[src/rtl/bundle_kernel_pkg.sv]
// Shared types and helpers for the majority-vote bundling kernel.
package bundle_kernel_pkg;

  typedef enum logic [1:0] {
    S_IDLE    = 2'd0,
    S_ACCUM   = 2'd1,
    S_RESOLVE = 2'd2,
    S_DONE    = 2'd3
  } BundleKernel_State_t;

  // Symmetric saturation bound of a signed counter: +/-(2^(w-1)-1).
  function automatic int unsigned sat_limit(input int unsigned count_width);
    return (32'd1 << (count_width - 1)) - 32'd1;
  endfunction

endpackage

[src/rtl/bundle_bit_counter.sv]
// One signed saturating up/down vote counter with load, plus sign/zero flags.
module bundle_bit_counter
  import bundle_kernel_pkg::*;
#(
  parameter int unsigned COUNT_WIDTH = 8
) (
  input  logic clk,
  input  logic reset_n,
  input  logic i_load,
  input  logic i_en,
  input  logic i_bit,
  output logic o_pos,
  output logic o_neg
);

  localparam logic signed [COUNT_WIDTH-1:0] CntMax      = COUNT_WIDTH'(sat_limit(COUNT_WIDTH));
  localparam logic signed [COUNT_WIDTH-1:0] CntMin      = -CntMax;
  localparam logic signed [COUNT_WIDTH-1:0] CntOne      = COUNT_WIDTH'(1);
  localparam logic signed [COUNT_WIDTH-1:0] CntMinusOne = '1;

  logic signed [COUNT_WIDTH-1:0] r_cnt;
  logic signed [COUNT_WIDTH-1:0] w_cnt_next;

  // Next count: load restarts at +/-1, otherwise step toward the vote and clamp at the limit.
  always_comb begin
    w_cnt_next = r_cnt;
    if (i_load) begin
      w_cnt_next = i_bit ? CntOne : CntMinusOne;
    end else if (i_en) begin
      if (i_bit) begin
        if (r_cnt != CntMax) w_cnt_next = r_cnt + CntOne;
      end else begin
        if (r_cnt != CntMin) w_cnt_next = r_cnt - CntOne;
      end
    end
  end

  // Counter register.
  always_ff @(posedge clk or negedge reset_n) begin
    if (!reset_n) begin
      r_cnt <= '0;
    end else begin
      r_cnt <= w_cnt_next;
    end
  end

  assign o_neg = r_cnt[COUNT_WIDTH-1];
  assign o_pos = !r_cnt[COUNT_WIDTH-1] && (r_cnt != '0);

endmodule

[src/rtl/bundle_kernel.sv]
// Bitwise majority-vote bundling kernel: framed beat intake, per-bit vote counters,
// single-cycle resolve into a held result register.
module bundle_kernel
  import bundle_kernel_pkg::*;
#(
  parameter int unsigned              HV_DATA_WIDTH = 32,
  parameter int unsigned              COUNT_WIDTH   = 8,
  parameter logic [HV_DATA_WIDTH-1:0] TIE_PATTERN   = 32'hAAAAAAAA
) (
  input  logic                     clk,
  input  logic                     reset_n,
  input  logic                     k_valid,
  input  logic                     k_first,
  input  logic                     k_last,
  input  logic [HV_DATA_WIDTH-1:0] k_data_in,
  output logic                     k_ready,
  output logic [HV_DATA_WIDTH-1:0] k_data_out,
  output logic                     k_done,
  output logic                     protocol_err
);

  BundleKernel_State_t r_state;
  BundleKernel_State_t w_state_next;

  logic                     r_ready;
  logic                     r_done;
  logic                     r_err;
  logic [HV_DATA_WIDTH-1:0] r_data;

  logic                     w_accept;
  logic                     w_load;
  logic                     w_en;
  logic                     w_err;
  logic                     w_resolve;
  logic [HV_DATA_WIDTH-1:0] w_pos;
  logic [HV_DATA_WIDTH-1:0] w_neg;
  logic [HV_DATA_WIDTH-1:0] w_resolved;

  assign w_accept = k_valid & r_ready;

  // Next-state and counter control; a first beat always restarts the counters.
  always_comb begin
    w_state_next = r_state;
    w_load       = 1'b0;
    w_en         = 1'b0;
    w_err        = 1'b0;
    w_resolve    = 1'b0;
    unique case (r_state)
      S_IDLE, S_DONE: begin
        if (w_accept) begin
          if (k_first) begin
            w_load       = 1'b1;
            w_state_next = k_last ? S_RESOLVE : S_ACCUM;
          end else begin
            w_err = 1'b1;
          end
        end
      end
      S_ACCUM: begin
        if (w_accept) begin
          if (k_first) begin
            // Previous bundle abandoned; restart from this beat.
            w_load = 1'b1;
            w_err  = 1'b1;
          end else begin
            w_en = 1'b1;
          end
          if (k_last) w_state_next = S_RESOLVE;
        end
      end
      S_RESOLVE: begin
        w_resolve    = 1'b1;
        w_state_next = S_DONE;
      end
    endcase
  end

  // State register.
  always_ff @(posedge clk or negedge reset_n) begin
    if (!reset_n) begin
      r_state <= S_IDLE;
    end else begin
      r_state <= w_state_next;
    end
  end

  // Output registers; ready is registered so it never depends on k_valid combinationally.
  always_ff @(posedge clk or negedge reset_n) begin
    if (!reset_n) begin
      r_ready <= 1'b1;
      r_done  <= 1'b0;
      r_err   <= 1'b0;
      r_data  <= '0;
    end else begin
      r_ready <= (w_state_next != S_RESOLVE);
      r_err   <= w_err;
      if (w_resolve) begin
        r_done <= 1'b1;
        r_data <= w_resolved;
      end else if (w_load) begin
        r_done <= 1'b0;
      end
    end
  end

  for (genvar gi = 0; gi < HV_DATA_WIDTH; gi++) begin : g_bit
    bundle_bit_counter #(
      .COUNT_WIDTH(COUNT_WIDTH)
    ) u_cnt (
      .clk     (clk),
      .reset_n (reset_n),
      .i_load  (w_load),
      .i_en    (w_en),
      .i_bit   (k_data_in[gi]),
      .o_pos   (w_pos[gi]),
      .o_neg   (w_neg[gi])
    );
    assign w_resolved[gi] = w_pos[gi] ? 1'b1 : (w_neg[gi] ? 1'b0 : TIE_PATTERN[gi]);
  end

  assign k_ready      = r_ready;
  assign k_done       = r_done;
  assign k_data_out   = r_data;
  assign protocol_err = r_err;

endmodule

[config.mk]
export PLATFORM = sky130hd
export DESIGN_NAME = bundle_kernel
export DESIGN_NICKNAME = d
export VERILOG_FILES = /design/src/rtl/bundle_kernel_pkg.sv /design/src/rtl/bundle_bit_counter.sv /design/src/rtl/bundle_kernel.sv
export SDC_FILE = /design/constraint.sdc
export NUM_CORES = 1
export LEC_CHECK = 0
export BUFFER_PORTS_ARGS = -buffer_cell sky130_fd_sc_hd__buf_2
export CORE_UTILIZATION = 55
export CTS_CLUSTER_DIAMETER = 100
export DETAILED_ROUTE_END_ITERATION = 8
export PLACE_DENSITY_LB_ADDON = 0.08
export SYNTH_ARGS = -nofsm -noshare
export SYNTH_HDL_FRONTEND = slang
export SYNTH_SLANG_ARGS = --single-unit
[constraint.sdc]
create_clock -name clk -period 3.01 [get_ports clk]
set_clock_uncertainty 0.2 [all_clocks]
set_input_delay 0 -clock clk [delete_from_list [all_inputs] [get_ports clk]]
set_output_delay 0 -clock clk [all_outputs]
set_load 0.1 [all_outputs]
Word level (Yosys, flattened, before mapping)
Cells that the tools add are included.

Register bits after elaboration: 293. Output and inout port bits: 35. Word-level logic and storage cells: 623.

Add/sub/neg operators: 64. Muxes and demuxes: 256. Eq/ne operators: 100. Bitwise operators: 1. Reductions and logical operators: 165.

Operators by type and width (number): two-way mux 8 bit (192); != test 8 bit, second input constant (64); adder 8 x 2 -> 8 bit, second input constant (32); nonzero test 8 bit (32); subtractor 8 x 2 -> 8 bit, second input constant (32); != test 3 x 1 -> 1 bit, second input constant (32); AND reduction 3 bit (32); nonzero test 3 bit (32); two-way mux 1 bit (57); logical AND 1 bit (32); zero test 1 bit (32); two-way mux 2 bit (5); one-hot mux 2 bit (3 select lines) (1); equality test 2 bit, second input constant (2); nonzero test 2 bit (2); OR reduction 3 bit (1); equality test 2 x 1 -> 1 bit, second input constant (1); zero test 2 bit (1); != test 2 bit, second input constant (1); one-hot mux 1 bit (2 select lines) (1); OR reduction 2 bit (1); bitwise AND 1 bit (1).

Depth between registers and ports, before layout
Gate-level depths: netlist (run 1).

Depth after elaboration: 5. Depth in mapped cells: 10.

Modules after synthesis
Synthesis (run 1) repeated with hierarchy kept, for this count alone.

Cells, all modules: 3001. Area, all modules: 25892.3 µm².

Modules (own cells, without submodules): bundle_bit_counter at g_bit[11].u_cnt ... (instances 13, sequential area each 200.2 µm², area an instance 755.7 µm², cells each 89); bundle_bit_counter at g_bit[26].u_cnt ... (instances 9, sequential area each 200.2 µm², area an instance 773.2 µm², cells each 91); bundle_bit_counter at g_bit[0].u_cnt ... (instances 5, sequential area each 200.2 µm², area an instance 765.7 µm², cells each 87); bundle_bit_counter at g_bit[29].u_cnt ... (instances 5, sequential area each 200.2 µm², area an instance 753.2 µm², cells each 92); bundle_kernel (instances 1, sequential area each 927.1 µm², area an instance 1514.0 µm², cells each 130).

Worst setup path before layout (run 1)
Ideal clock, no wire load.

Kind: reg2reg. From: register r_ready, in the netlist k_ready. To: register g_bit[7].u_cnt.r_cnt[7]. Path buffers: 2. Slack: 465 ps. Cell stages (with the launch flop): 8. Arrival time: 2196 ps. Cell sequence: dfstp_2 -> and2_1 -> buf_2 -> o21a_1 -> buf_2 -> o21ai_1 -> a2111oi_0 -> o311ai_1.

Longest elaborated chain between the ends: 5. Elaborated cells on any way between the ends: 10.

Ends and longest elaborated chain: start: declaration (line bundle_kernel.sv:25) `logic r_ready;`; start signal: assignment (line bundle_kernel.sv:95) `r_ready <= (w_state_next != S_RESOLVE);`; bitwise AND 1 bit * (line bundle_kernel.sv:39) `assign w_accept = k_valid & r_ready;`; two-way mux 1 bit (line bundle_kernel.sv:50) `if (w_accept) begin`; two-way mux 1 bit (on tied branches); != test 3 x 1 -> 1 bit (no source line), or another cell as far along; AND reduction 3 bit (no source line); end signal: assignment (line bundle_bit_counter.sv:43) `r_cnt <= w_cnt_next;`; end: declaration (line bundle_bit_counter.sv:21) `logic signed [COUNT_WIDTH-1:0] r_cnt;`.

Mark *: on every way between the ends. The rest lies on a longest branch, timed or not. A chain may end at the register's enable or synchronous reset.

Worst setup path in the final report (run 1)
From: register r_state[1]. To: register g_bit[1].u_cnt.r_cnt[7].

Longest elaborated chain between the ends: 5. Elaborated cells on any way between the ends: 11.

Ends and longest elaborated chain: start: declaration (line bundle_kernel.sv:22) `BundleKernel_State_t r_state;`; start signal: assignment (line bundle_kernel.sv:83) `r_state <= w_state_next;`; equality test 2 x 1 -> 1 bit, or another cell as far along (line bundle_kernel.sv:48) `unique case (r_state)`; OR reduction 3 bit (no source line); two-way mux 1 bit; != test 3 x 1 -> 1 bit (no source line), or another cell as far along; AND reduction 3 bit (no source line); end signal: assignment (line bundle_bit_counter.sv:43); end: declaration (line bundle_bit_counter.sv:21).

Parallel ways exist; a longest one is shown, timed or not.

==> run_results.csv, run 1 <==
group,metric,value,unit
setup_path,start_kind,"flop",
power,total_leakage_power,11.52,nW
placed_design,gp_congestion,0.8648,
yosys,synth_area,23450,µm²
yosys,ys_types,77,
yosys,synth_edf_count,0,
cells_and_area,area_growth,11.63,%
clock_tree,cts_buffer_depth,3,
yosys,syn_nets,3023,
cells_and_area,fin_cells,3423,
floorplanning,coreArea,42040,µm²
grt,antenna_found_initial,0,
detailed_routing,wire_per_inst,16.77,µm
floorplanning,num_rows,75,
clock_tree,cts-root-buf,"clkbuf_16",
yosys,ys_seq_elements,293,
sta,fin_hold_ws,0.1128,ns
power,irDropWorstVdd,0.7963,mV
floorplanning,start_util,55.78,%
grt,track_usage,26.67,%
detailed_routing,dr.pass1.iters,5,
clock_tree,cts_inserted_buffers,38,
sta,rsz0062_at_grt,"false",
sta,drv_slew,0,
floorplanning,dieWidth,208.5,µm
yosys,synth.area.top_cells,"dfrtp_1 31%, ha_1 10%, a21oi_1 6.8%, nor2_1 4.5%, o21ai_0 4.5%",
grt,grt_pass1_wl,98270,µm
sta,worst_pin_slew,0.9244,ns
sta,finalCritPeriodShare,91.87,%
floorplanning,ios,72,
cells_and_area,drive_gt1_share,9.119,%
clock_tree,cts.sinks,293,
setup_path,crit_fanout,11,
placed_design,dp.final_hpwl,39810,µm
clock_tree,clock_latency,0.56,ns
detailed_routing,routed_wl,57400,µm
cells_and_area,post-route-util,62.27,%
power,power_density,1112,nW/µm²
flow_run,drv_cap,0,
sta,finalHoldViolCount,0,
clock_tree,post_cts_buffers,0,
floorplanning,dieArea,43470,µm²
grt,grt_overflow,0,
yosys,ys_top_cells_by_count,"320 x a21oi_1, 292 x dfrtp_1, 281 x nor2_1, 213 x nand2_1, 210 x o21ai_0",
sta,period_needed,2.765,ns
sta,max_freq,361.6,MHz
yosys,synth_cells,2759,
clock_tree,path_clk_slew,0.06,ns
floorplanning,die_height,208.5,µm
grt,grt_max_degree,70,
sta,setup_violations,0,
yosys,yosysMostFrequentCell,"a21oi_1",
detailed_routing,num_vias,21090,
clock_tree,cts_hold_buf,39,
clock_tree,cts_max_level,2,
yosys,synthFlopType,"dfrtp_1",
clock_tree,ctsResizeCount,0,
placed_design,dp_cells,3322,
yosys,avgSynthCellArea,8.500,µm²
grt,grt_pass1_vias,20380,
cells_and_area,num_antenna_cells,0,
yosys,ys_warn_count,0,
detailed_routing,drt_iter0_markers,1453,
setup_path,cp.arrival,2.98,ns
hold_path,hp-class,"input pin to flop",
detailed_routing,post-route-drc-count,0,
yosys,yosys.area.top_type,"dfrtp_1",
sta,fin_tns_setup,0,ns
run_status,status,"finished clean",
sta,slew_headroom,37.72,%
cells_and_area,nets,3126,
placed_design,port_buffers,71,
yosys,ys_seq_area_share,31.27,%
clock_tree,cts_tree,"built",
yosys,synth-async-reset-ratio,100.0,%
setup_path,cp.required,3.23,ns
detailed_routing,ant_nets,0,
setup_path,endpoint_kind,"flop",
detailed_routing,viasPerCell,6.161,
setup_path,crit_type,"flop to flop",
yosys,synth_top_area_share,31.16,%
-- worst paths after layout --
check	start	endpoint	slack, ns	depth (start not counted)
max reg2reg	r_state[1]$_DFF_PN0_	g_bit[1].u_cnt.r_cnt[7]$_DFFE_PN0P_	0.24	8
max in group asynchronous	reset_n	k_data_out[12]$_DFFE_PN0P_	1.78	4
min in group asynchronous	reset_n	k_ready$_DFF_PN1_	0.43	3
min reg2reg	k_done$_DFFE_PN0P_	k_done$_DFFE_PN0P_	0.27	1
min	k_data_in[24]	g_bit[24].u_cnt.r_cnt[6]$_DFFE_PN0P_	0.11	5
max	r_state[1]$_DFF_PN0_	g_bit[1].u_cnt.r_cnt[7]$_DFFE_PN0P_	0.24	8
-- power breakdown --
part	total [mW]	leakage, nW	switching, mW	internal, mW
Sequential	8.00	3.43	2.26	5.74
Combinational	16.7	7.50	9.28	7.40
Clock	4.41	0.589	1.76	2.65
-- sequential cells by signal (all words and copies together) (netlist names) --
signal / count
g_bit.u_cnt.r_cnt: 256
k_done: 1
k_ready: 1
r_state: 2
k_data_out: 32
protocol_err: 1
-- area by class of cell --
class | count | area, µm²
Tap cell | 539 | 674.4
Clock buffer | 58 | 1170
Clock inverter | 4 | 20.02
Sequential cell | 293 | 7333
Inverter | 104 | 390.4
Multi-Input combinational cell | 2263 | 15310
Fill cell | 3578 | 15860
Timing Repair Buffer | 162 | 1276
-- cells by family after synthesis --
kind of cell    share of synthesized area [%]
xor+xnor                                4.780
compound gates                          22.64
simple gates                            21.41
buf+inv                                 3.532
flops                                   31.27
mux                                     3.239
fa+ha+maj                               13.14
-- through the flow --
step	instance area, µm²	power, mW	worst slack, ns
2_1_floorplan	23450	20.89	0.4646
3_3_place_gp	24580	23.87	0.3902
3_5_place_dp	24580	24.49	0.3158
4_1_cts	26180	29.14	0.2828
5_1_grt	26180	31.72	0.03752
6_report	26180	29.10	0.2448
-- layout by cell type, fill, tap and decap left out, drive strengths merged, types with 42 or more instances in the layout --
cell / count
a21o: 83
a21oi: 321
a31oi: 52
buf: 124
clkbuf: 58
dfrtp: 292
ha: 195
inv: 103
nand2: 214
nand2b: 50
nand3: 54
nand4: 51
nand4b: 43
nor2: 281
nor3: 42
nor4: 47
o21ai: 215
xnor2: 90
-- critical path, cell delays in order (launching register included) --
cell,delay [ns]
dfrtp_1,0.43
inv_1,0.10
ha_1,0.21
nor2b_1,0.35
o21a_2,0.36
o21ai_0,0.35
buf_4,0.27
a211oi_1,0.24
nand3_1,0.11
-- layer usage --
layer	global-route usage [%]	vias to the layer above	part of all wire [%]	wire, µm
li1	-	10420	-	-
met1	35.68	10100	46	26350
met2	45.07	480	48	27440
met3	2.989	95	4.1	2339
met4	8.506	0	2.2	1268
met5	0	-	0	0
No activity file was read; power rests on OpenSTA's default activity.
==> run 2, diff against run 1 <==
Settings changed: ABC_AREA set to 1, CORE_UTILIZATION 55 to 60.
==> run 2 against run 1 <==
Net effect: sequential cell count stayed put; synthesized cell count up 55%; cell area is 12% higher; setup slack improved by 0.18 ns; sequential power rose by 2.9%; hold slack worse by 0.070 ns; critical endpoint is now k_ready$_DFF_PN1_; highest routed layer unchanged.
==> run_results.csv, run 2 <==
group,metric,value,unit
cells_and_area,post-route-util,67.71,%
setup_path,critPathTopFamily,"buffers and inverters",
detailed_routing,drt_iter0_markers,1576,
setup_path,cp.required,3.29,ns
grt,grt_pass1_vias,23990,
power,irDropWorstVdd,0.7081,mV
setup_path,path_cells,"inv_1 -> ha_1 -> inv_1 -> a21oi_1 -> dlygate4sd3_1 -> o21ai_0 -> dlygate4sd3_1 -> nand3_1",
setup_path,rr_worst_depth,8,
setup_path,crit_type,"flop to flop",
cells_and_area,stdcell_area,29300,µm²
sta,drv_slew,0,
floorplanning,dieWidth,212.1,µm
yosys,synthSimpleGateAreaFrac,44.51,%
yosys,avgSynthCellArea,6.184,µm²
detailed_routing,routed_wl,62170,µm
cells_and_area,final_cell_mix,"1765 x nand2_1, 614 x inv_1, 401 x nand3_1",
run_status,status,"finished clean",
setup_path,endpoint_kind,"flop",
clock_tree,cts-root-buf,"clkbuf_16",
clock_tree,cts_buffer_depth,3,
sta,max_freq,386.2,MHz
hold_path,min_from,"k_data_in[31]",
clock_tree,cts.sinks,293,
cells_and_area,nets,4670,
detailed_routing,dr.pass1.iters,5,
setup_path,start_kind,"flop",
floorplanning,dieArea,44990,µm²
placed_design,pre_cts_ws,0.5461,ns
setup_path,crit_slowest_cell,"dlygate4sd3_1",
setup_path,worst-path-buf-inv,4,
cells_and_area,largest_register,"g_bit.u_cnt.r_cnt",
yosys,yosys-mux-area-fraction,0,%
setup_path,reg2reg_to,"k_ready$_DFF_PN1_",
sta,setup_violations,0,
sta,fin_tns_setup,0,ns
yosys,synth-compound-area-share,5.937,%
floorplanning,coreArea,43270,µm²
clock_tree,cts_inserted_buffers,39,
hold_path,hold_end,"g_bit[31].u_cnt.r_cnt[7]$_DFFE_PN0P_",
yosys,synth_edf_count,0,
grt,antenna_found_initial,1,
sta,slew_headroom,54.92,%
placed_design,gp_congestion,0.8719,
sta,setup_ws,0.4207,ns
placed_design,dpl_cell_area,27580,µm²
cells_and_area,area_growth,10.59,%
detailed_routing,ant_nets,0,
grt,grt_max_degree,84,
detailed_routing,num_vias,25990,
clock_tree,cts_tree,"built",
grt,track_usage,28.61,%
yosys,synth_cells,4284,
setup_path,reg2reg_slack,0.42,ns
cells_and_area,largest_register_ffs,256,
yosys,synthFlopType,"dfrtp_1",
detailed_routing,dr_wl_met2,28670,µm
detailed_routing,routed.top_layer,"met4",
detailed_routing,wire_per_inst,12.38,µm
yosys,ys_types,34,
placed_design,dp.final_hpwl,43760,µm
sta,finalHoldViolCount,0,
yosys,yosys.area.top_type,"dfrtp_1",
clock_tree,ctsResizeCount,0,
yosys,synth_area,26490,µm²
yosys,syn_nets,4548,
floorplanning,num_rows,76,
detailed_routing,post-route-drc-count,0,
yosys,ys_warn_count,0,
yosys,ys_seq_elements,293,
detailed_routing,wl_met1,29650,µm
clock_tree,clock_latency,0.55,ns
setup_path,timing.rr.start,"r_state[0]$_DFF_PN0_",
detailed_routing,met3_length,2581,µm
sta,period_needed,2.589,ns
yosys,synthXorXnorAreaFrac,0.03306,%
sta,rsz0062_at_grt,"false",
grt,grt_pass1_wl,108400,µm
floorplanning,start_util,61.23,%
setup_path,crit_fanout,4,
hold_path,hold_depth,8,
setup_path,slowest_delay,0.58,ns
detailed_routing,viasPerCell,5.177,
floorplanning,die_height,212.1,µm
cells_and_area,drive_gt1_share,5.886,%
clock_tree,path_clk_slew,0.05,ns
yosys,synth-async-reset-ratio,100.0,%
setup_path,startpoint,"r_state[0]$_DFF_PN0_",
power,power_density,1092,nW/µm²
placed_design,port_buffers,71,
flow_run,drv_cap,0,
grt,grt_overflow,0,
yosys,synth.area.top_cells,"dfrtp_1 28%, nand2_1 25%, ha_1 9.2%, inv_1 8.7%, nand3_1 7.6%",
power,total_leakage_power,17.39,nW
cells_and_area,final_common_cell,"nand2_1",
yosys,ys_seq_area_share,27.68,%
floorplanning,ios,72,
clock_tree,cts_max_level,2,
yosys,yosysMostFrequentCell,"nand2_1",
yosys,synth_top_family_by_area,"simple AND/OR/NAND/NOR gates",
yosys,synth_top_area_share,27.58,%
sta,finalCritPeriodShare,86.02,%
yosys,yosys.area_share.adder,11.63,%
yosys,ys_top_cells_by_count,"1765 x nand2_1, 614 x inv_1, 401 x nand3_1, 390 x nor2_1, 292 x dfrtp_1",
setup_path,cp.arrival,2.87,ns
sta,worst_pin_slew,0.6761,ns
hold_path,hp-class,"input pin to flop",
## run 2: cell types whose count changed after synthesis, sizes merged, moves of 52 or more
cell,before,now
nand3,54,428
nand2,214,1765
o21ai,215,110
inv,103,642
nor2,281,394
a21o,83,1
a21oi,321,179
a31oi,52,0
xnor2,90,0
## run 2: how the worst max path moves through the flow
stage | depth (start not counted) | to | slack (ns)
detailed placement | 10 | g_bit[28].u_cnt.r_cnt[6]$_DFFE_PN0P_ | 0.55
floorplan | 10 | g_bit[8].u_cnt.r_cnt[0]$_DFFE_PN0P_ | 0.72
CTS | 8 | k_ready$_DFF_PN1_ | 0.47
global placement | 8 | g_bit[24].u_cnt.r_cnt[7]$_DFFE_PN0P_ | 0.66
global route | 10 | g_bit[15].u_cnt.r_cnt[0]$_DFFE_PN0P_ | 0.34
finish | 8 | k_ready$_DFF_PN1_ | 0.42
## run 2: timing repair
item | CTS | global route
setup buffers | 0 | 0
hold buffers | 40 | 0
hold endpoints to repair | 521 | 0
## run 2: per-layer routing
metal	vias to the layer above	global-route usage, %
met3	93	3.353
met5	-	0
met4	0	8.321
met2	478	48.93
li1	13740	-
met1	11680	37.94
## run 2: final cells by class
class                      instances  area [µm²]
multi-input combinational       3296       16450
fill                            3897       13970
sequential                       293        7333
inverter                         643        2416
clock buffer                      54        1135
timing repair buffer             133        1044
tap                              585       732.0
clock inverter                    15       182.7
antenna                            1       2.502
## run 2: report_power, final
group	switching (mW)	leakage, nW	internal [mW]
Clock	1.83	0.645	2.97
Combinational	12.1	13.2	6.84
Sequential	2.38	3.52	5.85
Total	16.3	17.4	15.7
## run 2: cells by family after synthesis
group,Yosys count
AOI/OAI and AO/OA,303
xor gates and xnor gates,1
adders and majority gates,227
buffers and inverters,695
DFF,293
and+or+nand+nor,2765
## run 2: per-stage QoR
| stage | power, mW | std cells | hold WS [ns] |
|---|---|---|---|
| floorplan | 22.93 | 4284 | -0.4956 |
| global placement | 26.60 | 4910 | -0.1524 |
| detailed placement | 26.91 | 4910 | -0.1491 |
| CTS | 32.03 | 5019 | 0.005081 |
| global route | 35.61 | 5020 | 0.1370 |
| finish | 31.99 | 5020 | 0.04330 |
## run 2: worst min-delay path, delay by kind of cell
family                 cells  cell delay, ns
and+or+nand+nor            4            0.38
AOI/OAI and AO/OA          1            0.06
buffers and inverters      3            0.30
==> run 3, diff against run 2 <==
Settings changed: CORE_UTILIZATION 60 to 37.
==> run 3 against run 2 <==
Net effect: die area grew 62%; non-clock buffer count fell by 2; clock-buffer cell count rose by 8; combinational power about the same; via count decreased by 2.2%; global-route usage decreased by 9.3 points; hold slack improved by 0.15 ns.
==> run_results.csv, run 3 (synthesis gave the netlist of run 2 again) <==
group,metric,value,unit
run_status,status,"finished clean",
clock_tree,cts_inserted_buffers,41,
setup_path,crit_path_end,"g_bit[18].u_cnt.r_cnt[0]$_DFFE_PN0P_",
sta,rsz0062_at_grt,"false",
power,power_density,1081,nW/µm²
grt,grt_overflow,0,
hold_path,hp-class,"input pin to flop",
cells_and_area,largest_register,"g_bit.u_cnt.r_cnt",
setup_path,worst-path-buf-inv,5,
setup_path,start_kind,"flop",
setup_path,reg2reg_slack,0.34,ns
setup_path,slowest_delay,0.57,ns
floorplanning,dieArea,72670,µm²
cells_and_area,largest_register_ffs,256,
setup_path,endpoint_kind,"flop",
setup_path,crit_fanout,117,
grt,grt_pass1_vias,24070,
cells_and_area,nets,4670,
flow_run,drv_cap,0,
clock_tree,path_clk_slew,0.06,ns
clock_tree,cts-root-buf,"clkbuf_16",
setup_path,rr_worst_depth,9,
sta,finalCritPeriodShare,88.61,%
detailed_routing,drt_iter0_markers,1295,
grt,track_usage,19.35,%
cells_and_area,area_growth,12.43,%
power,total_leakage_power,17.41,nW
sta,max_freq,375.0,MHz
setup_path,path_cells,"inv_1 -> ha_1 -> inv_1 -> nand4_1 -> buf_12 -> buf_4 -> nand2_1 -> o21ai_0 -> inv_1",
placed_design,dpl_cell_area,28010,µm²
power,p_sw_share,51.39,%
cells_and_area,post-route-util,42.31,%
sta,setup_violations,0,
power,pwr-share-clk,15.4,%
setup_path,crit_slowest_cell,"buf_4",
sta,setup_ws,0.3430,ns
sta,fin_hold_ws,0.1912,ns
cells_and_area,fin_cells,5379,
placed_design,gp_congestion,0.8090,
clock_tree,cts.sinks,293,
power,power.internal,15.65,mW
detailed_routing,ant_nets,0,
cells_and_area,final_cell_mix,"1765 x nand2_1, 614 x inv_1, 401 x nand3_1",
clock_tree,clock_latency,0.57,ns
cells_and_area,final_common_cell,"nand2_1",
sta,fin_tns_setup,0,ns
detailed_routing,dr.pass1.iters,7,
setup_path,crit_type,"flop to flop",
cells_and_area,drive_gt1_share,5.925,%
sta,worst_pin_slew,0.6972,ns
setup_path,cp.arrival,2.92,ns
setup_path,timing.rr.start,"r_state[0]$_DFF_PN0_",
placed_design,pre_cts_ws,0.3120,ns
floorplanning,start_util,37.63,%
clock_tree,post_cts_buffers,0,
power,total_power,32.19,mW
power,p_comb_share,59.0,%
cells_and_area,fillers,7659,
setup_path,cp.required,3.27,ns
cells_and_area,num_antenna_cells,0,
cells_and_area,multi_input_area,16450,µm²
clock_tree,cts_max_level,2,
detailed_routing,routed_wl,69380,µm
sta,period_needed,2.667,ns
floorplanning,coreArea,70390,µm²
floorplanning,num_rows,97,
floorplanning,die_height,269.6,µm
placed_design,port_buffers,71,
detailed_routing,post-route-drc-count,0,
power,irDropWorstVdd,0.6258,mV
grt,grt_pass1_wl,119000,µm
placed_design,dp_cells,5263,
setup_path,reg2reg_to,"g_bit[18].u_cnt.r_cnt[0]$_DFFE_PN0P_",
setup_path,critPathTopFamily,"buffers and inverters",
setup_path,startpoint,"r_state[0]$_DFF_PN0_",
sta,finalHoldViolCount,0,
setup_path,crit_top_cell,"inv_1",
sta,drv_slew,0,
power,p_seq_share,25.6,%
clock_tree,cts_buffer_depth,3,
detailed_routing,wire_per_inst,12.90,µm
placed_design,dp.final_hpwl,48940,µm
power,switchingPower,16.54,mW
detailed_routing,viasPerCell,4.725,
grt,grt_max_degree,118,
sta,slew_headroom,53.52,%
grt,antenna_found_initial,0,
cells_and_area,stdcell_area,29780,µm²
setup_path,crit_cells,9,
cells_and_area,seq_area,7333,µm²
clock_tree,cts_tree,"built",
floorplanning,ios,72,
detailed_routing,num_vias,25420,
floorplanning,dieWidth,269.6,µm
[run 3: per-layer routing]
layer / global-route usage (%) / wire, µm / vias to the layer above
met5: 0 / 0 / -
met4: 3.932 / 1100 / 0
met3: 2.120 / 1720 / 72
met2: 32.24 / 31110 / 235
met1: 26.95 / 35460 / 11380
li1: - / - / 13730
[run 3: how the worst min path moves through the flow]
stage                                               end  cells after the start  slack [ns]    startpoint
detailed placement  g_bit[1].u_cnt.r_cnt[5]$_DFFE_PN0P_                      1       -0.13       reset_n
CTS                 g_bit[2].u_cnt.r_cnt[7]$_DFFE_PN0P_                      5        0.18  k_data_in[2]
finish              g_bit[2].u_cnt.r_cnt[7]$_DFFE_PN0P_                      5        0.19  k_data_in[2]
floorplan           g_bit[0].u_cnt.r_cnt[0]$_DFFE_PN0P_                      0       -0.50       reset_n
global placement    g_bit[1].u_cnt.r_cnt[5]$_DFFE_PN0P_                      1       -0.14       reset_n
global route        g_bit[2].u_cnt.r_cnt[7]$_DFFE_PN0P_                      5        0.25  k_data_in[2]
[run 3: power by group through the flow]
stage / Sequential [mW] / Clock [mW] / Combinational, mW
2_1_floorplan: 9.03 / 0 / 13.9
3_3_place_gp: 8.33 / 0 / 18.9
3_5_place_dp: 8.30 / 0 / 19.0
4_1_cts: 8.25 / 5.18 / 19.1
5_1_grt: 8.61 / 5.29 / 22.2
6_report: 8.25 / 4.96 / 19.0
[run 3: cell type report]
type,count,share of cell area [%]
multi-input combinational,3296,55.25
inverter,643,8.112
clock buffer,62,4.088
sequential,293,24.62
tap,940,3.949
clock inverter,14,0.4705
timing repair buffer,131,3.512
[run 3: worst reg2reg max path, cell delays in order, from the launching register on]
cell and delay, ns:
dfrtp_1 0.40, inv_1 0.09, ha_1 0.21, inv_1 0.06, nand4_1 0.15, buf_12 0.47, buf_4 0.61, nand2_1 0.13
o21ai_0 0.18, inv_1 0.06
[run 3: repair_timing]
item                       in CTS  in global routing
hold buffers                   40                  0
setup endpoints to repair       0                  0
hold endpoints to repair      533                  0
gates resized for setup         0                  0
